File: config.mk
export PLATFORM = sky130hd
export DESIGN_NAME = ball_physics
export DESIGN_NICKNAME = d
export VERILOG_FILES = /design/src/rtl/pong_pkg.sv /design/src/rtl/ball_collide.sv /design/src/rtl/ball_physics.sv
export SDC_FILE = /design/constraint.sdc
export NUM_CORES = 1
export LEC_CHECK = 0
export ABC_AREA = 1
export BUFFER_PORTS_ARGS = -buffer_cell sky130_fd_sc_hd__buf_2
export CORE_UTILIZATION = 45
export DETAILED_ROUTE_END_ITERATION = 16
export PLACE_DENSITY_LB_ADDON = 0.1
export REMOVE_ABC_BUFFERS = 1
export SLEW_MARGIN = 0
export SYNTH_ARGS = -nofsm -noshare
export SYNTH_HDL_FRONTEND = slang
export SYNTH_SLANG_ARGS = --single-unit
File: constraint.sdc
create_clock -name sixtyhz_clk -period 5.9 [get_ports sixtyhz_clk]
set_input_delay 1.18 -clock sixtyhz_clk [delete_from_list [all_inputs] [get_ports sixtyhz_clk]]
set_output_delay 1.18 -clock sixtyhz_clk [all_outputs]
set_load 0.05 [all_outputs]
File: src/rtl/pong_pkg.sv
// Shared playfield geometry, direction encodings and the ball sequencing
// state type for the pong ball engine.
package pong_pkg;

  // Playfield geometry, held at 9 bits so sums such as paddle_x + s or
  // paddle_y + 20 never wrap during comparisons.
  localparam logic [8:0] TOP_Y      = 9'd31;
  localparam logic [8:0] BOT_Y      = 9'd119;
  localparam logic [8:0] MAX_X      = 9'd159;
  localparam logic [8:0] PADDLE_LEN = 9'd21;
  localparam logic [8:0] CTR_X      = 9'd80;
  localparam logic [8:0] CTR_Y      = 9'd75;

  // Direction bit encodings.
  localparam logic DIR_RIGHT = 1'b0;
  localparam logic DIR_LEFT  = 1'b1;
  localparam logic DIR_DOWN  = 1'b0;
  localparam logic DIR_UP    = 1'b1;

  // Top-level game states during which the draw pipeline owns the frame.
  localparam logic [2:0] TOP_DRAW  = 3'd4;
  localparam logic [2:0] TOP_ERASE = 3'd5;

  typedef enum logic [1:0] {
    IDLE   = 2'd0,
    MOVE   = 2'd1,
    SCORED = 2'd2,
    OVER   = 2'd3
  } ball_state_t;

endpackage

File: src/rtl/ball_collide.sv
// Combinational collision detector: flags wall bounces, paddle returns and
// misses for the current ball position, direction and step size.
module ball_collide
  import pong_pkg::*;
(
  input  logic [7:0] b_x,
  input  logic [6:0] b_y,
  input  logic       dx,
  input  logic       dy,
  input  logic [1:0] s,
  input  logic [7:0] paddle1_x,
  input  logic [6:0] paddle1_y,
  input  logic [7:0] paddle2_x,
  input  logic [6:0] paddle2_y,
  output logic       hit_top,
  output logic       hit_bot,
  output logic       hit_p1,
  output logic       hit_p2,
  output logic       miss_l,
  output logic       miss_r
);

  logic [8:0] bx9, by9, s9, p1x9, p1y9, p2x9, p2y9;
  logic       in_p1_rows, in_p2_rows;

  assign bx9  = {1'b0, b_x};
  assign by9  = {2'b00, b_y};
  assign s9   = {7'd0, s};
  assign p1x9 = {1'b0, paddle1_x};
  assign p1y9 = {2'b00, paddle1_y};
  assign p2x9 = {1'b0, paddle2_x};
  assign p2y9 = {2'b00, paddle2_y};

  assign in_p1_rows = (by9 >= p1y9) && (by9 <= p1y9 + PADDLE_LEN - 9'd1);
  assign in_p2_rows = (by9 >= p2y9) && (by9 <= p2y9 + PADDLE_LEN - 9'd1);

  assign hit_top = (dy == DIR_UP)   && (by9 < TOP_Y + s9);
  assign hit_bot = (dy == DIR_DOWN) && (by9 > BOT_Y - s9);

  // A return fires on the last step before the ball would cross the paddle face.
  assign hit_p1 = (dx == DIR_LEFT)  && (bx9 > p1x9) && (bx9 <= p1x9 + s9) && in_p1_rows;
  assign hit_p2 = (dx == DIR_RIGHT) && (bx9 < p2x9) && (bx9 + s9 >= p2x9) && in_p2_rows;

  assign miss_l = (dx == DIR_LEFT)  && (bx9 < s9);
  assign miss_r = (dx == DIR_RIGHT) && (bx9 > MAX_X - s9);

endmodule

File: src/rtl/ball_physics.sv
// Frame-rate ball engine: moves the ball once per 60 Hz frame, bounces it off
// walls and paddles, scores misses and sequences serve / point / game over.
// Optional feature macro BALL_SPEEDUP_EN: the ball step rises from 1 to 2 on
// the 8th paddle return of a rally and drops back to 1 when a point is scored.
module ball_physics
  import pong_pkg::*;
#(
  parameter int WIN_SCORE   = 7,
  parameter int SERVE_DELAY = 60
) (
  input  logic       sixtyhz_clk,
  input  logic       resetn,
  input  logic [2:0] state,
  input  logic       serve,
  input  logic [7:0] paddle1_x,
  input  logic [6:0] paddle1_y,
  input  logic [7:0] paddle2_x,
  input  logic [6:0] paddle2_y,
  output logic [7:0] b_x,
  output logic [6:0] b_y,
  output logic [3:0] p1_score,
  output logic [3:0] p2_score,
  output logic       p1_point,
  output logic       p2_point,
  output logic       game_over
);

  localparam int              DLY_W    = ($clog2(SERVE_DELAY) > 0) ? $clog2(SERVE_DELAY) : 1;
  localparam logic [DLY_W-1:0] DLY_LAST = DLY_W'(SERVE_DELAY - 1);
  localparam logic [3:0]      WIN      = 4'(WIN_SCORE);

  ball_state_t      state_q, state_d;
  logic [7:0]       b_x_q, b_x_d;
  logic [6:0]       b_y_q, b_y_d;
  logic             dx_q, dx_d, dy_q, dy_d;
  logic [3:0]       p1_score_q, p1_score_d, p2_score_q, p2_score_d;
  logic             p1_point_q, p1_point_d, p2_point_q, p2_point_d;
  logic             game_over_q, game_over_d;
  logic [DLY_W-1:0] delay_q, delay_d;
  logic [1:0]       s;
  logic             frozen;
  logic             hit_top, hit_bot, hit_p1, hit_p2, miss_l, miss_r;

  assign frozen = (state == TOP_DRAW) || (state == TOP_ERASE);

  ball_collide u_collide (
    .b_x       (b_x_q),
    .b_y       (b_y_q),
    .dx        (dx_q),
    .dy        (dy_q),
    .s         (s),
    .paddle1_x (paddle1_x),
    .paddle1_y (paddle1_y),
    .paddle2_x (paddle2_x),
    .paddle2_y (paddle2_y),
    .hit_top   (hit_top),
    .hit_bot   (hit_bot),
    .hit_p1    (hit_p1),
    .hit_p2    (hit_p2),
    .miss_l    (miss_l),
    .miss_r    (miss_r)
  );

`ifdef BALL_SPEEDUP_EN
  logic [3:0] hits_q, hits_d;
  logic [1:0] s_q, s_d;
  logic       advance, paddle_hit, rally_end;

  assign advance    = !frozen && (state_q == MOVE);
  assign paddle_hit = advance && (hit_p1 || hit_p2);
  assign rally_end  = advance && !(hit_p1 || hit_p2) && (miss_l || miss_r);
  assign s          = s_q;

  // Count returns in the rally; the 8th one doubles the step, a point resets it.
  always_comb begin
    hits_d = hits_q;
    s_d    = s_q;
    if (rally_end) begin
      hits_d = 4'd0;
      s_d    = 2'd1;
    end else if (paddle_hit && (hits_q != 4'd8)) begin
      hits_d = hits_q + 4'd1;
      if (hits_q == 4'd7) s_d = 2'd2;
    end
  end

  // Speed-up registers.
  always_ff @(posedge sixtyhz_clk) begin
    if (!resetn) begin
      hits_q <= 4'd0;
      s_q    <= 2'd1;
    end else begin
      hits_q <= hits_d;
      s_q    <= s_d;
    end
  end
`else
  assign s = 2'd1;
`endif

  // Next-state and next-position logic for one frame.
  always_comb begin
    // NOTE: every _d starts from its _q so no path through this block infers a latch.
    state_d     = state_q;
    b_x_d       = b_x_q;
    b_y_d       = b_y_q;
    dx_d        = dx_q;
    dy_d        = dy_q;
    p1_score_d  = p1_score_q;
    p2_score_d  = p2_score_q;
    p1_point_d  = 1'b0;
    p2_point_d  = 1'b0;
    game_over_d = game_over_q;
    delay_d     = delay_q;

    if (!frozen) begin
      unique case (state_q)
        IDLE: begin
          b_x_d = CTR_X[7:0];
          b_y_d = CTR_Y[6:0];
          if (serve) state_d = MOVE;
        end

        MOVE: begin
          if (hit_top)               dy_d  = DIR_DOWN;
          else if (hit_bot)          dy_d  = DIR_UP;
          else if (dy_q == DIR_UP)   b_y_d = b_y_q - {5'd0, s};
          else                       b_y_d = b_y_q + {5'd0, s};

          if (hit_p1) begin
            dx_d = DIR_RIGHT;
          end else if (hit_p2) begin
            dx_d = DIR_LEFT;
          end else if (miss_l || miss_r) begin
            // Point: recentre, serve toward the conceding player, keep dy.
            b_x_d   = CTR_X[7:0];
            b_y_d   = CTR_Y[6:0];
            dy_d    = dy_q;
            delay_d = '0;
            if (miss_l) begin
              p2_score_d = p2_score_q + 4'd1;
              p2_point_d = 1'b1;
              dx_d       = DIR_LEFT;
            end else begin
              p1_score_d = p1_score_q + 4'd1;
              p1_point_d = 1'b1;
              dx_d       = DIR_RIGHT;
            end
            if ((p1_score_d == WIN) || (p2_score_d == WIN)) begin
              state_d     = OVER;
              game_over_d = 1'b1;
            end else begin
              state_d = SCORED;
            end
          end else if (dx_q == DIR_LEFT) begin
            b_x_d = b_x_q - {6'd0, s};
          end else begin
            b_x_d = b_x_q + {6'd0, s};
          end
        end

        SCORED: begin
          if (delay_q == DLY_LAST) state_d = MOVE;
          else                     delay_d = delay_q + 1'b1;
        end

        OVER: begin
          b_x_d = CTR_X[7:0];
          b_y_d = CTR_Y[6:0];
        end

        default: state_d = IDLE;
      endcase
    end
  end

  // Frame register bank with synchronous active-low reset.
  always_ff @(posedge sixtyhz_clk) begin
    // NOTE: non-blocking assignments so every flop samples the pre-edge values.
    if (!resetn) begin
      state_q     <= IDLE;
      b_x_q       <= CTR_X[7:0];
      b_y_q       <= CTR_Y[6:0];
      dx_q        <= DIR_RIGHT;
      dy_q        <= DIR_DOWN;
      p1_score_q  <= 4'd0;
      p2_score_q  <= 4'd0;
      p1_point_q  <= 1'b0;
      p2_point_q  <= 1'b0;
      game_over_q <= 1'b0;
      delay_q     <= '0;
    end else begin
      state_q     <= state_d;
      b_x_q       <= b_x_d;
      b_y_q       <= b_y_d;
      dx_q        <= dx_d;
      dy_q        <= dy_d;
      p1_score_q  <= p1_score_d;
      p2_score_q  <= p2_score_d;
      p1_point_q  <= p1_point_d;
      p2_point_q  <= p2_point_d;
      game_over_q <= game_over_d;
      delay_q     <= delay_d;
    end
  end

  assign b_x       = b_x_q;
  assign b_y       = b_y_q;
  assign p1_score  = p1_score_q;
  assign p2_score  = p2_score_q;
  assign p1_point  = p1_point_q;
  assign p2_point  = p2_point_q;
  assign game_over = game_over_q;

endmodule

### Yosys cells after proc, flatten, opt, wreduce, memory -nomap -nowiden

Cells that the tools add are included.

| word-level totals | value |
|---|---|
| register bits | 36 |
| logic and storage cells | 135 |

| operators by class | value |
|---|---|
| $add $sub $neg | 13 |
| $lt $le $gt $ge | 12 |
| equal/unequal tests | 15 |
| muxes and demuxes | 46 |
| bitwise logic cells | 8 |
| reductions and logical operators | 30 |

Operators with widths:

| cell | count |
|---|---|
| $mux 4 | 12 |
| $mux 7 | 6 |
| $mux 8 | 4 |
| $mux 6 | 4 |
| $add 8x1->9 const B | 2 |
| $le 7x9->1 | 2 |
| $sub 9x1->9 const B | 2 |
| $add 7x5->8 const B | 2 |
| $pmux 8 s2 | 1 |
| $ge 7x7->1 | 2 |
| $pmux 7 s2 | 1 |
| $logic_and 1x1->1 | 12 |
| $ne 2x2->1 const B | 6 |
| $pmux 6 s2 | 1 |
| $reduce_and 6->1 | 2 |
| $mux 1 | 11 |
| $mux 2 | 5 |
| $ge 9x8->1 | 1 |
| $le 8x9->1 | 1 |
| $add 4x1->4 const B | 2 |
| $add 8x1->8 const B | 1 |
| $eq 4x3->1 const B | 2 |
| $gt 8x8->1 | 1 |
| $gt 8x8->1 const B | 1 |
| other kinds (26) | 40 |

### Depth between registers and ports, before layout

Gate-level depths: netlist of run 1.

| logic depth | value |
|---|---|
| depth after elaboration | 16 |
| gate-level depth with buffers | 22 |
| depth with buffers taken out | 22 |

### Hierarchy

Synthesis of run 1 repeated with hierarchy kept, for this count alone.

| unflattened totals | value |
|---|---|
| cell total of the unflattened synthesis | 743 |
| area, all modules | 4888.4 µm² |

By module, submodules not included:

| module | instances | cells each | area each (µm²) | seq. area each (µm²) |
|---|---|---|---|---|
| ball_physics | 1 | 355 | 2453.6 | 720.7 |
| ball_collide | 1 | 388 | 2434.8 | 0.0 |

### Least setup slack after synthesis of run 1

OpenSTA, ideal clock, no wires.

| timing | value |
|---|---|
| path type | input to register |
| start point | input port paddle1_y[2] |
| end point | register p2_score_q[3], in the netlist p2_score[3] |
| arrival | 3.334 ns |
| data required time | 5.786 ns |
| setup slack | 2.452 ns |
| stages | 20 |
| cell sequence | inv_2 -> ha_1 -> nand2_1 -> nand2_1 -> inv_2 -> nand2_2 -> nand2_2 -> nor2_1 -> nand2_1 -> xor2_1 -> ha_1 -> nand2_1 -> o21a_1 -> a21oi_1 -> nand3_1 -> nand2_2 -> nand4_4 -> buf_6 -> nor2_1 -> nor2_2 |

| on the way | value |
|---|---|
| word-level cells in the longest chain between the ends | 7 |
| elaborated cells on any way between the ends | 8 |

Ends and longest elaborated chain:

| what | line | source |
|---|---|---|
| from (decl) | ball_physics.sv:16 | `input logic [6:0] paddle1_y,` |
| $add 7x5->8 | ball_collide.sv:34 | `assign in_p1_rows = (by9 >= p1y9) && (by9 <= p1y9 + PADDLE_LEN - 9'd1);` |
| $sub 9x1->9 | ball_collide.sv:34 |  |
| $le 7x9->1 | ball_collide.sv:34 |  |
| $logic_and 1x1->1 * | ball_collide.sv:34 |  |
| $logic_and 1x1->1 * | ball_collide.sv:41 | `assign hit_p1 = (dx == DIR_LEFT) && (bx9 > p1x9) && (bx9 <= p1x9 + s9) && in_p1_rows;` |
| $not 1->1 (no source line) * | - |  |
| $reduce_and 5->1 (no source line) * | - |  |
| to (signal assigned) | ball_physics.sv:199 | `p2_score_q <= p2_score_d;` |
| to (decl) | ball_physics.sv:36 | `logic [3:0] p1_score_q, p1_score_d, p2_score_q, p2_score_d;` |

Every way passes the cells marked *; elsewhere a longest branch is shown, timed or not.
A chain may end at the register's enable or synchronous reset.

### Worst setup path in the final report of run 1

| timing | value |
|---|---|
| start point | input port paddle1_y[0] |
| end point | register p1_point_q, in the netlist p1_point |

| on the way | value |
|---|---|
| word-level cells in the longest chain between the ends | 6 |
| elaborated cells on any way between the ends | 7 |

Ends and longest elaborated chain:

| what | line | source |
|---|---|---|
| $add 7x5->8 | ball_collide.sv:34 |  |
| $sub 9x1->9 | ball_collide.sv:34 |  |
| $le 7x9->1 | ball_collide.sv:34 |  |
| $logic_and 1x1->1 * | ball_collide.sv:34 |  |
| $logic_and 1x1->1 * | ball_collide.sv:41 |  |
| $reduce_or 6->1 (no source line) * | - |  |
| to (signal assigned) | ball_physics.sv:200 | `p1_point_q <= p1_point_d;` |
| to (decl) | ball_physics.sv:37 | `logic p1_point_q, p1_point_d, p2_point_q, p2_point_d;` |

Marks and branches as above.

==> results.ini, run 1 <==
[status]
status = finished, final reports clean

[power]
pwr-share-clk_pct = 19.2
powerDensity_nw_per_um2 = 173
intPower_mw = 0.487
totalPowerFinal_mw = 0.873
vdd_drop_max_v = 0.0000968
power_switching_mw = 0.386
swShare_pct = 44.2
p_comb_share_pct = 47.5
cellLeakagePower_nw = 2.75
p_seq_share_pct = 33.4

[cells_and_area]
diodes = 0
area_growth_pct = 10.6
drive_gt1_share_pct = 13.8
final_core_util_pct = 51.5
design_area_um2 = 5050
nNetsFinal = 882

[yosys]
ys_async_sr_fraction_pct = 0
synth.top_cell.area_share_pct = 21.3
synth-seq-area-share_pct = 15.8
ys_seq_elements = 36
synthMostInstantiatedCell = nand2_1
syn_inst = 711
ys.flop_type = dfxtp_1
synth.avg_cell_area_um2 = 6.43
synth_top_cell_by_area = ha_1
synth_area_um2 = 4570
synthTopCellsByCount = nand2_1 (171), inv_1 (96), ha_1 (78), nor2_1 (78), a21oi_1 (53)
synth_warnings = 0
synthDistinctLibCells = 42
synthTopCellsByArea = ha_1 (21%), dfxtp_1 (16%), nand2_1 (14%)
synth_edf_count = 0

[routing]
first_pass_iters = 4
ant_nets = 0
via_per_inst = 5.04
drc = 0
routed_wl_mm = 10.8
vias = 4535
drtIter0Drc = 169
wl_per_cell_um = 12.0

[timing]
drv_slew = 0
min_period_ns = 3.74
finalSetupViolCount = 0
slew_headroom_pct = 45.0
tightest_slew_ns = 0.822
clock_skew_ns = 0.00243
rsz0062_at_grt = false
fin_tns_setup_ns = 0
fin_crit_sh_pct = 63.4
finalWorstSetupSlack_ns = 2.16
fmax_mhz = 267
finalHoldViolations = 0

[worst_hold_path]
hp-start = game_over
whs_path_depth = 2
hold_path_class = register to register
min_to = game_over

[clock_tree]
cts_buffer_depth = 2
cts_tree = built
cts_resized = 0
insertion_delay_ns = 0.29
htreeDepth = 2
cts-root-buf = clkbuf_8
cts.clk_slew.worst_paths_ns = 0.07
numCtsBuffers = 5
clock-sinks = 36
post_cts_buffers = 0
ctsHoldBuffers = 0

[worst_setup_path]
cp-start-kind = input port
crit-reg2reg-launch = b_x[1]
worstSetupPathType = input port to register
cp_common_cell = nand2_1
rrSetupSlack_ns = 2.74
worstPathRequired_ns = 6.13
crit_arrival_ns = 3.96
crit_path_max_fanout = 17
slowest_stage = ha_1
r2r-end = b_x[3]
endpoint_kind = register
cp_cell_sequence = buf_2 -> ha_1 -> inv_1 -> nand2_1 -> nand2_1 -> nor2_1 -> nand2_1 -> nor2_1 -> nand2_1 -> xor2_1 -> ha_1 -> nand2_1 -> o21a_1 -> a21oi_1 -> nand3_1 -> nand2_2 -> nand4_4 -> inv_1 -> nand2_1 -> nor2_1
reg2reg_depth = 18
cpPeakStageDelay_ns = 0.30

[placement]
detailed_place.area_um2 = 4980
place_ws_ns = 1.81
place.gp.congestion = 0.856
post-dp-hpwl_mm = 8.59
port_buffers = 60

[global_route]
grt_pass1_wl_mm = 18.0
globalRouteTotalUtil_pct = 21.1
first_global_vias = 4154
grt_antenna_before_repair = 0
grtUsageMet1_pct = 26.8
grt_max_degree = 23
overflow = 0
met2_usage_pct = 38.5
grt.met3_usage_pct = 1.97
grt-busiest-layer = met2

[floorplanning]
num_rows = 36
die-area_um2 = 10600
die_h_um = 103
die_w_um = 103
start_util_pct = 46.6
pin_count = 62
core-area_um2 = 9820

[run]
drv_cap = 0

worst max-delay path, delay by kind of cell:
family                   cells  cell delay, ns
buffers and inverters        3            0.34
adder cells (fa/ha/maj)      2            0.50
XOR/XNOR                     1            0.16
AND/OR/NAND/NOR             12            1.41
AO/OA/AOI/OAI                2            0.36
how the worst max path moves through the flow:
stage / from / endpoint / depth (start not counted)
after detailed placement: paddle1_y[2] / p1_point / 21
final: paddle1_y[0] / p1_point / 20
after floorplan: paddle1_y[2] / p1_score[3] / 19
after CTS: paddle1_y[2] / p1_point / 21
after global placement: paddle1_y[2] / p2_point / 21
after global routing: paddle1_y[2] / p1_point / 22
cell type report:
cell class / instances / area, um2
clock buffer: 6 / 72.6
clock inverter: 1 / 5.00
fill: 1058 / 4760
inverter: 106 / 398
multi-input combinational: 558 / 3390
sequential: 36 / 721
tap: 133 / 166
timing repair buffer: 60 / 300
metrics by stage:
| step | hold slack [ns] | instances |
|---|---|---|
| detailed placement | 0.436 | 893 |
| CTS | 0.449 | 900 |
| floorplan | 0.441 | 700 |
| global placement | 0.433 | 893 |
| finish | 0.446 | 900 |
| global route | 0.479 | 900 |
power by group through the flow:
| stage | clock (mW) | sequential (mW) | combinational, mW |
|---|---|---|---|
| after floorplan | 0 | 0.323 | 0.280 |
| after global placement | 0 | 0.296 | 0.402 |
| after detailed placement | 0 | 0.297 | 0.414 |
| after CTS | 0.173 | 0.292 | 0.417 |
| after global routing | 0.181 | 0.295 | 0.473 |
| final | 0.167 | 0.291 | 0.414 |
cells by family (layout without fill, tap and decap cells):
kind of cell | after synthesis | in the layout | synth area share [%]
compound gates | 91 | 91 | 10.9
xor+xnor | 34 | 34 | 6.51
fa+ha+maj | 79 | 79 | 21.8
mux | 1 | 1 | 0.219
flops | 36 | 36 | 15.8
simple gates | 353 | 353 | 34.7
buf+inv | 117 | 173 | 10.0
state kept, by name, indices dropped and copies added (netlist names):
register	count
dx_q	1
p1_point	1
dy_q	1
p2_point	1
delay_q	6
p2_score	4
p1_score	4
b_x	8
game_over	1
b_y	7
state_q	2
placed cells by master, fill, tap and decap left out, types with 3 or more instances in the layout:
cell type / Yosys / routed
inv_1: 96 / 96
nor2_1: 78 / 78
nand3_1: 52 / 52
nand2_2: 11 / 11
nor2_2: 5 / 5
inv_2: 9 / 9
clkbuf_8: 0 / 5
o21a_1: 6 / 6
buf_2: 4 / 60
xnor2_1: 7 / 7
nand2_1: 171 / 171
nand3_2: 4 / 4
nand3b_1: 3 / 3
o21ai_0: 20 / 20
a21oi_1: 53 / 53
nor3_1: 6 / 6
xor2_1: 27 / 27
nand4_1: 10 / 10
a21oi_2: 3 / 3
dfxtp_1: 36 / 36
ha_1: 78 / 78
layer usage:
layer	wire (um)	share of wire [%]	vias to the layer above
met4	104	0.97	0
met2	5200	48	74
met3	302	2.8	9
li1	-	-	2404
met5	0	0	-
met1	5170	48	2048
Note: power is estimated with default switching activity, not from simulation.
==> run 2: changes to the inputs <==
--- a/config.mk
+++ b/config.mk
@@ -5,7 +5,7 @@
 export SDC_FILE = /design/constraint.sdc
 export NUM_CORES = 1
 export LEC_CHECK = 0
-export ABC_AREA = 1
+export ABC_AREA = 0
 export BUFFER_PORTS_ARGS = -buffer_cell sky130_fd_sc_hd__buf_2
 export CORE_UTILIZATION = 45
 export DETAILED_ROUTE_END_ITERATION = 16
==> constraint.sdc (replaced) <==
create_clock -name sixtyhz_clk -period 3.3 [get_ports sixtyhz_clk]
set_input_delay 0.66 -clock sixtyhz_clk [delete_from_list [all_inputs] [get_ports sixtyhz_clk]]
set_output_delay 0.66 -clock sixtyhz_clk [all_outputs]
set_load 0.05 [all_outputs]
==> run 2 against run 1 <==
The flow now finishes with violations (negative setup slack). Clock-buffer cell count fell by 1. Sequential power rose by 54%. Critical path depth fell by 2. Cell area rose by 20%. Sequential cell count did not move. Global-route usage rose by 4.6 points. Via count rose by 4.1%. Final cell count fell by 7.9%. Area after synthesis fell by 1.9%. Clock skew rose by 0.011 ns. Register-to-register slack got worse by 2.7 ns.
==> results.ini, run 2 <==
[timing]
finalSetupViolCount = 36  ; +36
clock_skew_ns = 0.0130  ; +0.0106 ns
finalWorstSetupSlack_ns = -0.583  ; -2.74 ns
rsz0062_at_grt = true
min_period_ns = 3.88
fin_crit_sh_pct = 118
slew_headroom_pct = 58.3  ; +13 points
tightest_slew_ns = 0.620  ; -0.202 ns
finalHoldViolations = 0  ; unchanged
fin_tns_setup_ns = -17.25  ; -17.25 ns
fmax_mhz = 258
drv_slew = 0  ; unchanged

[routing]
vias = 4720  ; +4.1%
ant_nets = 0  ; unchanged
via_per_inst = 5.69  ; +13%
wl_per_cell_um = 15.7  ; +31%
drtIter0Drc = 147  ; -13%
drc = 0  ; unchanged
first_pass_iters = 4  ; unchanged
routed_wl_mm = 13.0  ; +21%

[yosys]
synthSimpleGateAreaFrac_pct = 21.5  ; -13 points
synth_area_um2 = 4480  ; -1.9%
synth_compound_area_share_pct = 25.6  ; +15 points
ys.flop_type = dfxtp_1
ys_seq_elements = 36  ; unchanged
ys_async_sr_fraction_pct = 0  ; unchanged
synthTopCellsByCount = ha_1 (78), inv_1 (51), dfxtp_1 (36)
synth_fa_ha_area_share_pct = 22.2  ; +0.43 points
synth-seq-area-share_pct = 16.1  ; +0.31 points
synthDistinctLibCells = 76  ; +81%
synth.avg_cell_area_um2 = 8.09  ; +26%
synth_mux_area_share_pct = 2.32  ; +2.1 points
synth.top_cell.area_share_pct = 21.8  ; +0.42 points
syn_inst = 554  ; -22%
synth-xor-area-share_pct = 6.45  ; -0.068 points
synth_edf_count = 0  ; unchanged
synthMostInstantiatedCell = ha_1
synth_top_family_by_area = compound AO/OA/AOI/OAI gates
synthTopCellsByArea = ha_1 (22%), dfxtp_1 (16%), xnor2_1 (5.3%)
synth_top_cell_by_area = ha_1
synth_warnings = 0  ; unchanged

[cells_and_area]
largest_reg_flops = 8  ; unchanged
final_core_util_pct = 62.5  ; +11 points
layout_common_cells = ha_1 (74), buf_4 (74), buf_2 (56)
finalNonFillerCells = 829  ; -7.9%
area_growth_pct = 35.5
diodes = 0  ; unchanged
fill_cells = 900  ; -15%
nNetsFinal = 810  ; -8.2%
design_area_um2 = 6080  ; +20%
drive_gt1_share_pct = 30.2  ; +16 points

[placement]
post-dp-hpwl_mm = 9.76  ; +14%
detailed_place.area_um2 = 5430  ; +9.1%
port_buffers = 60  ; unchanged
place.gp.congestion = 0.901  ; +5.2%
dp.cells = 806  ; -9.7%

[power]
p_seq_share_pct = 29.4  ; -4.0 points
cellLeakagePower_nw = 2.71  ; -1.3%
vdd_drop_max_v = 0.000357  ; +270%
power_switching_mw = 0.472  ; +22%
pwr-share-clk_pct = 36.3  ; +17 points
swShare_pct = 30.9  ; -13 points
powerDensity_nw_per_um2 = 251  ; +46%
p_comb_share_pct = 34.3  ; -13 points
totalPowerFinal_mw = 1.53  ; +75%
intPower_mw = 1.06  ; +120%

[clock_tree]
clock-sinks = 36  ; unchanged
htreeDepth = 2  ; unchanged
cts.clk_slew.worst_paths_ns = 0.09  ; +0.02 ns
cts_tree = built
ctsHoldBuffers = 0  ; unchanged
numCtsBuffers = 5  ; unchanged
insertion_delay_ns = 0.30  ; about the same
cts_buffer_depth = 2  ; unchanged
cts-root-buf = clkbuf_8

[global_route]
grt_pass1_wl_mm = 21.4  ; +19%
grt_max_degree = 33  ; +43%
grt_antenna_before_repair = 0  ; unchanged
first_global_vias = 4724  ; +14%
overflow = 0  ; unchanged
globalRouteTotalUtil_pct = 25.7  ; +4.6 points

[worst_setup_path]
cp-start-kind = input port
crit_path_start = paddle1_y[1]
cpPeakStageDelay_ns = 0.53  ; +0.23 ns
worstPathRequired_ns = 3.54  ; -2.59 ns
crit-reg2reg-launch = b_x[1]
crit_arrival_ns = 4.12  ; +0.16 ns
slowest_stage = or4_4
rrSetupSlack_ns = 0.09  ; -2.65 ns
worstSetupPathType = input port to register
reg2reg_depth = 15  ; -3
endpoint_kind = register
cp_cell_sequence = buf_8 -> ha_4 -> buf_6 -> a211o_1 -> o31ai_2 -> a311o_1 -> nor2_2 -> xnor2_1 -> ha_1 -> nand4_1 -> o22ai_2 -> a31oi_1 -> a31o_1 -> or4_4 -> or2_4 -> buf_12 -> a31oi_4 -> mux2i_1
crit_path_max_fanout = 4  ; -13

[worst_hold_path]
hp-start = game_over
whs_path_depth = 1  ; -1
hold_path_class = register to register

[status]
status = complete, but fails checks
violations = negative setup slack

[floorplanning]
start_util_pct = 46.1  ; -0.47 points
num_rows = 36  ; unchanged
die_w_um = 102  ; -0.94%
core-area_um2 = 9730  ; -0.92%
die-area_um2 = 10400  ; -1.9%
pin_count = 62  ; unchanged
die_h_um = 102  ; -0.94%

[run]
drv_cap = 0  ; unchanged

[run 2: final timing paths]
| path | endpoint |
|---|---|
| worst max-delay path | b_x[7] |
| worst min-delay path | game_over |
| worst max register to register | state_q[0] |
| worst min register to register | game_over |
[run 2: per-layer routing]
metal / share of wire, % / track usage [%]
met5: 0 / 0
met4: 1.9 / 8.35
met3: 2.7 / 1.98
met2: 50 / 47.5
met1: 45 / 31.5
[run 2: metrics by stage]
| step | hold WS [ns] | setup slack (ns) |
|---|---|---|
| 3_5_place_dp | 0.466 | -1.08 |
| 6_report | 0.484 | -0.583 |
| 2_1_floorplan | 0.455 | -0.990 |
| 3_3_place_gp | 0.446 | -0.957 |
| 4_1_cts | 0.494 | -0.619 |
| 5_1_grt | 0.522 | -0.767 |
[run 2: cell type report]
type,instances,area (um2),share of cell area (%)
Clock buffer,5,68.8,1.13
Clock inverter,3,90.1,1.48
Inverter,52,200,3.29
Multi-Input combinational cell,452,3770,62.1
Sequential cell,36,721,11.9
Tap cell,133,166,2.74
Timing Repair Buffer,148,1060,17.4
[run 2: critical path: cells and delay by family]
kind | cells | cell delay, ns
AND/OR/NAND/NOR | 4 | 1.00
buffers and inverters | 3 | 0.36
adder cells (fa/ha/maj) | 2 | 0.51
multiplexers | 1 | 0.20
XOR/XNOR | 1 | 0.12
AO/OA/AOI/OAI | 7 | 1.27
[run 2: logic make-up after synthesis]
family / count (synthesis)
flip-flops: 36
buffers and inverters: 66
multiplexers: 9
AND/OR/NAND/NOR: 175
XOR/XNOR: 33
AO/OA/AOI/OAI: 156
adder cells (fa/ha/maj): 79
[run 2: power groups by stage]
stage | sequential (mW) | clock, mW | combinational (mW)
after floorplan | 0.475 | 0 | 0.262
after global placement | 0.458 | 0 | 0.442
after detailed placement | 0.459 | 0 | 0.456
after CTS | 0.449 | 0.560 | 0.503
after global routing | 0.450 | 0.579 | 0.578
final | 0.449 | 0.554 | 0.524
[run 2: timing repair]
action | 4_1_cts | 5_1_grt
resized for setup | 56 | 21
cloned | 2 | 0
buffers inserted | 10 | 3
setup endpoints to repair | 36 | 36
pin swaps | 29 | 19
==> run 3: changes to the inputs <==
==> constraint.sdc (replaced) <==
create_clock -name sixtyhz_clk -period 3.49 [get_ports sixtyhz_clk]
set_input_delay 0.698 -clock sixtyhz_clk [delete_from_list [all_inputs] [get_ports sixtyhz_clk]]
set_output_delay 0.698 -clock sixtyhz_clk [all_outputs]
set_load 0.05 [all_outputs]
==> run 3 against run 2 <==
The flow still finishes with violations (negative setup slack). Global-route usage is 0.83 points lower. Sequential cell count unchanged. Clock skew decreased by 0.0092 ns. First-iteration DRC count fell by 2.7%. Largest cell class unchanged. Highest routed layer unchanged.
==> results.ini, run 3 (synthesized netlist as in run 2, its figures left out) <==
[status]
status = complete, but fails checks
violations = negative setup slack

[cells_and_area]
largest_reg_flops = 8  ; unchanged
nNetsFinal = 797  ; -1.6%
diodes = 0  ; unchanged
area_growth_pct = 32.5
drive_gt1_share_pct = 29.0  ; -1.2 points
fill_cells = 899  ; -0.11%
layout_common_cells = ha_1 (74), buf_4 (63), buf_2 (56)
final_core_util_pct = 61.1  ; -1.4 points
finalNonFillerCells = 816  ; -1.6%
final_common_cell = ha_1

[global_route]
globalRouteTotalUtil_pct = 24.9  ; -0.83 points
met2_usage_pct = 45.6  ; -1.9 points
grt.met3_usage_pct = 2.33  ; +0.34 points
grt_pass1_wl_mm = 20.7  ; -3.0%
grt-busiest-layer = met2
grt_max_degree = 33  ; unchanged
grt_antenna_before_repair = 0  ; unchanged
overflow = 0  ; unchanged
grtUsageMet1_pct = 31.3  ; -0.20 points
first_global_vias = 4457  ; -5.7%

[worst_hold_path]
min_to = game_over
hp-start = game_over
whs_path_depth = 1  ; unchanged
hold_path_class = register to register

[timing]
holdWs_ns = 0.488  ; +0.00373 ns
fin_crit_sh_pct = 113
finalHoldViolations = 0  ; unchanged
clock_skew_ns = 0.00377  ; -0.00921 ns
tightest_slew_ns = 0.888  ; +0.268 ns
rsz0062_at_grt = true
drv_slew = 0  ; unchanged
min_period_ns = 3.93
finalSetupViolCount = 36  ; unchanged
fmax_mhz = 254
fin_tns_setup_ns = -12.65  ; +4.59 ns
finalWorstSetupSlack_ns = -0.441  ; +0.142 ns
slew_headroom_pct = 40.3  ; -18 points

[clock_tree]
cts_tree = built
clock-sinks = 36  ; unchanged
htreeDepth = 2  ; unchanged
cts-root-buf = clkbuf_8
cts_buffer_depth = 2  ; unchanged
insertion_delay_ns = 0.29  ; about the same
numCtsBuffers = 5  ; unchanged
cts.clk_slew.worst_paths_ns = 0.07  ; -0.02 ns
ctsHoldBuffers = 0  ; unchanged

[worst_setup_path]
endpoint_kind = register
cp-start-kind = input port
path_depth = 18  ; unchanged
cpPeakStageDelay_ns = 0.55  ; +0.02 ns
cp_cell_sequence = buf_8 -> ha_4 -> buf_6 -> a211o_1 -> o31ai_2 -> a311o_1 -> nor2_1 -> xnor2_1 -> ha_1 -> nand4_1 -> o22ai_2 -> a31oi_2 -> a31o_1 -> or4_4 -> o211ai_4 -> buf_12 -> nand2_4 -> mux2_4
path_delay_family = compound AO/OA/AOI/OAI gates
worstPathRequired_ns = 3.67  ; +0.13 ns
reg2reg_depth = 15  ; unchanged
slowest_stage = or4_4
crit_arrival_ns = 4.11  ; about the same
crit-reg2reg-launch = b_x[0]
worstSetupPathType = input port to register
crit_path_max_fanout = 7  ; +3
r2r-end = p1_score[3]
rrSetupSlack_ns = 0.33  ; +0.24 ns
path_buf_inv = 3  ; unchanged

[floorplanning]
num_rows = 36  ; unchanged
pin_count = 62  ; unchanged
die_h_um = 102  ; unchanged
die-area_um2 = 10400  ; unchanged
core-area_um2 = 9730  ; unchanged
die_w_um = 102  ; unchanged
start_util_pct = 46.1  ; unchanged

[placement]
port_buffers = 60  ; unchanged
post-dp-hpwl_mm = 9.37  ; -4.0%
dp.cells = 793  ; -1.6%
place.gp.congestion = 0.857  ; -4.8%
place_ws_ns = -0.920  ; +0.158 ns

[routing]
routed_wl_mm = 12.5  ; -3.9%
wl_per_cell_um = 15.3  ; -2.4%
drc = 0  ; unchanged
first_pass_iters = 5  ; +1
via_per_inst = 5.59  ; -1.9%
drtIter0Drc = 143  ; -2.7%
vias = 4560  ; -3.4%
ant_nets = 0  ; unchanged

[power]
powerDensity_nw_per_um2 = 242  ; -3.6%
vdd_drop_max_v = 0.000259  ; -27%
cellLeakagePower_nw = 2.65  ; -2.4%

[run]
drv_cap = 0  ; unchanged

## run 3: cell types whose count changed in the layout (fill, tap and decap cells not counted), moves of 2 or more
cell,before,now
buf_4,74,63
buf_6,15,10
a21oi_1,25,27
a21oi_2,4,2
buf_12,2,4
o2111ai_1,5,7
o2111ai_2,2,0
## run 3: area by class of cell
type / instances / area, um2 / share of cell area, %
Multi-Input combinational cell: 452 / 3720 / 62.6
Inverter: 52 / 200 / 3.37
Clock inverter: 3 / 90.1 / 1.52
Clock buffer: 5 / 68.8 / 1.16
Sequential cell: 36 / 721 / 12.1
Timing Repair Buffer: 135 / 976 / 16.4
Tap cell: 133 / 166 / 2.80
## run 3: metrics by stage
stage / instance area [um2] / power [mW]
global route: 5940 / 1.51
detailed placement: 5350 / 0.861
floorplan: 4420 / 0.696
CTS: 5830 / 1.42
finish: 5940 / 1.44
global placement: 5350 / 0.852
## run 3: worst max path at each step
stage	from	to	slack, ns
floorplan	paddle1_y[0]	b_y[0]	-0.84
global placement	paddle1_y[2]	delay_q[1]	-0.80
detailed placement	paddle1_y[2]	delay_q[1]	-0.92
CTS	paddle1_y[1]	delay_q[1]	-0.50
global route	paddle1_y[0]	b_y[2]	-0.61
finish	paddle1_y[0]	b_y[0]	-0.44
## run 3: what timing repair did
action | CTS | global route
buffers inserted | 12 | 3
gates cloned | 2 | 0
pin swaps | 28 | 31
gates resized for setup | 43 | 26
setup endpoints to repair | 36 | 36
## run 3: where the power goes
group / switching (mW) / total, mW / leakage (nW) / internal (mW)
sequential: 0.00834 / 0.425 / 0.291 / 0.416
clock: 0.159 / 0.517 / 0.0784 / 0.358
combinational: 0.267 / 0.497 / 2.28 / 0.230
## run 3: metal layers
metal / routed length [um] / vias up
met5: 0 / -
met4: 153 / 0
met3: 373 / 15
met2: 6190 / 97
met1: 5800 / 2136
li1: - / 2312
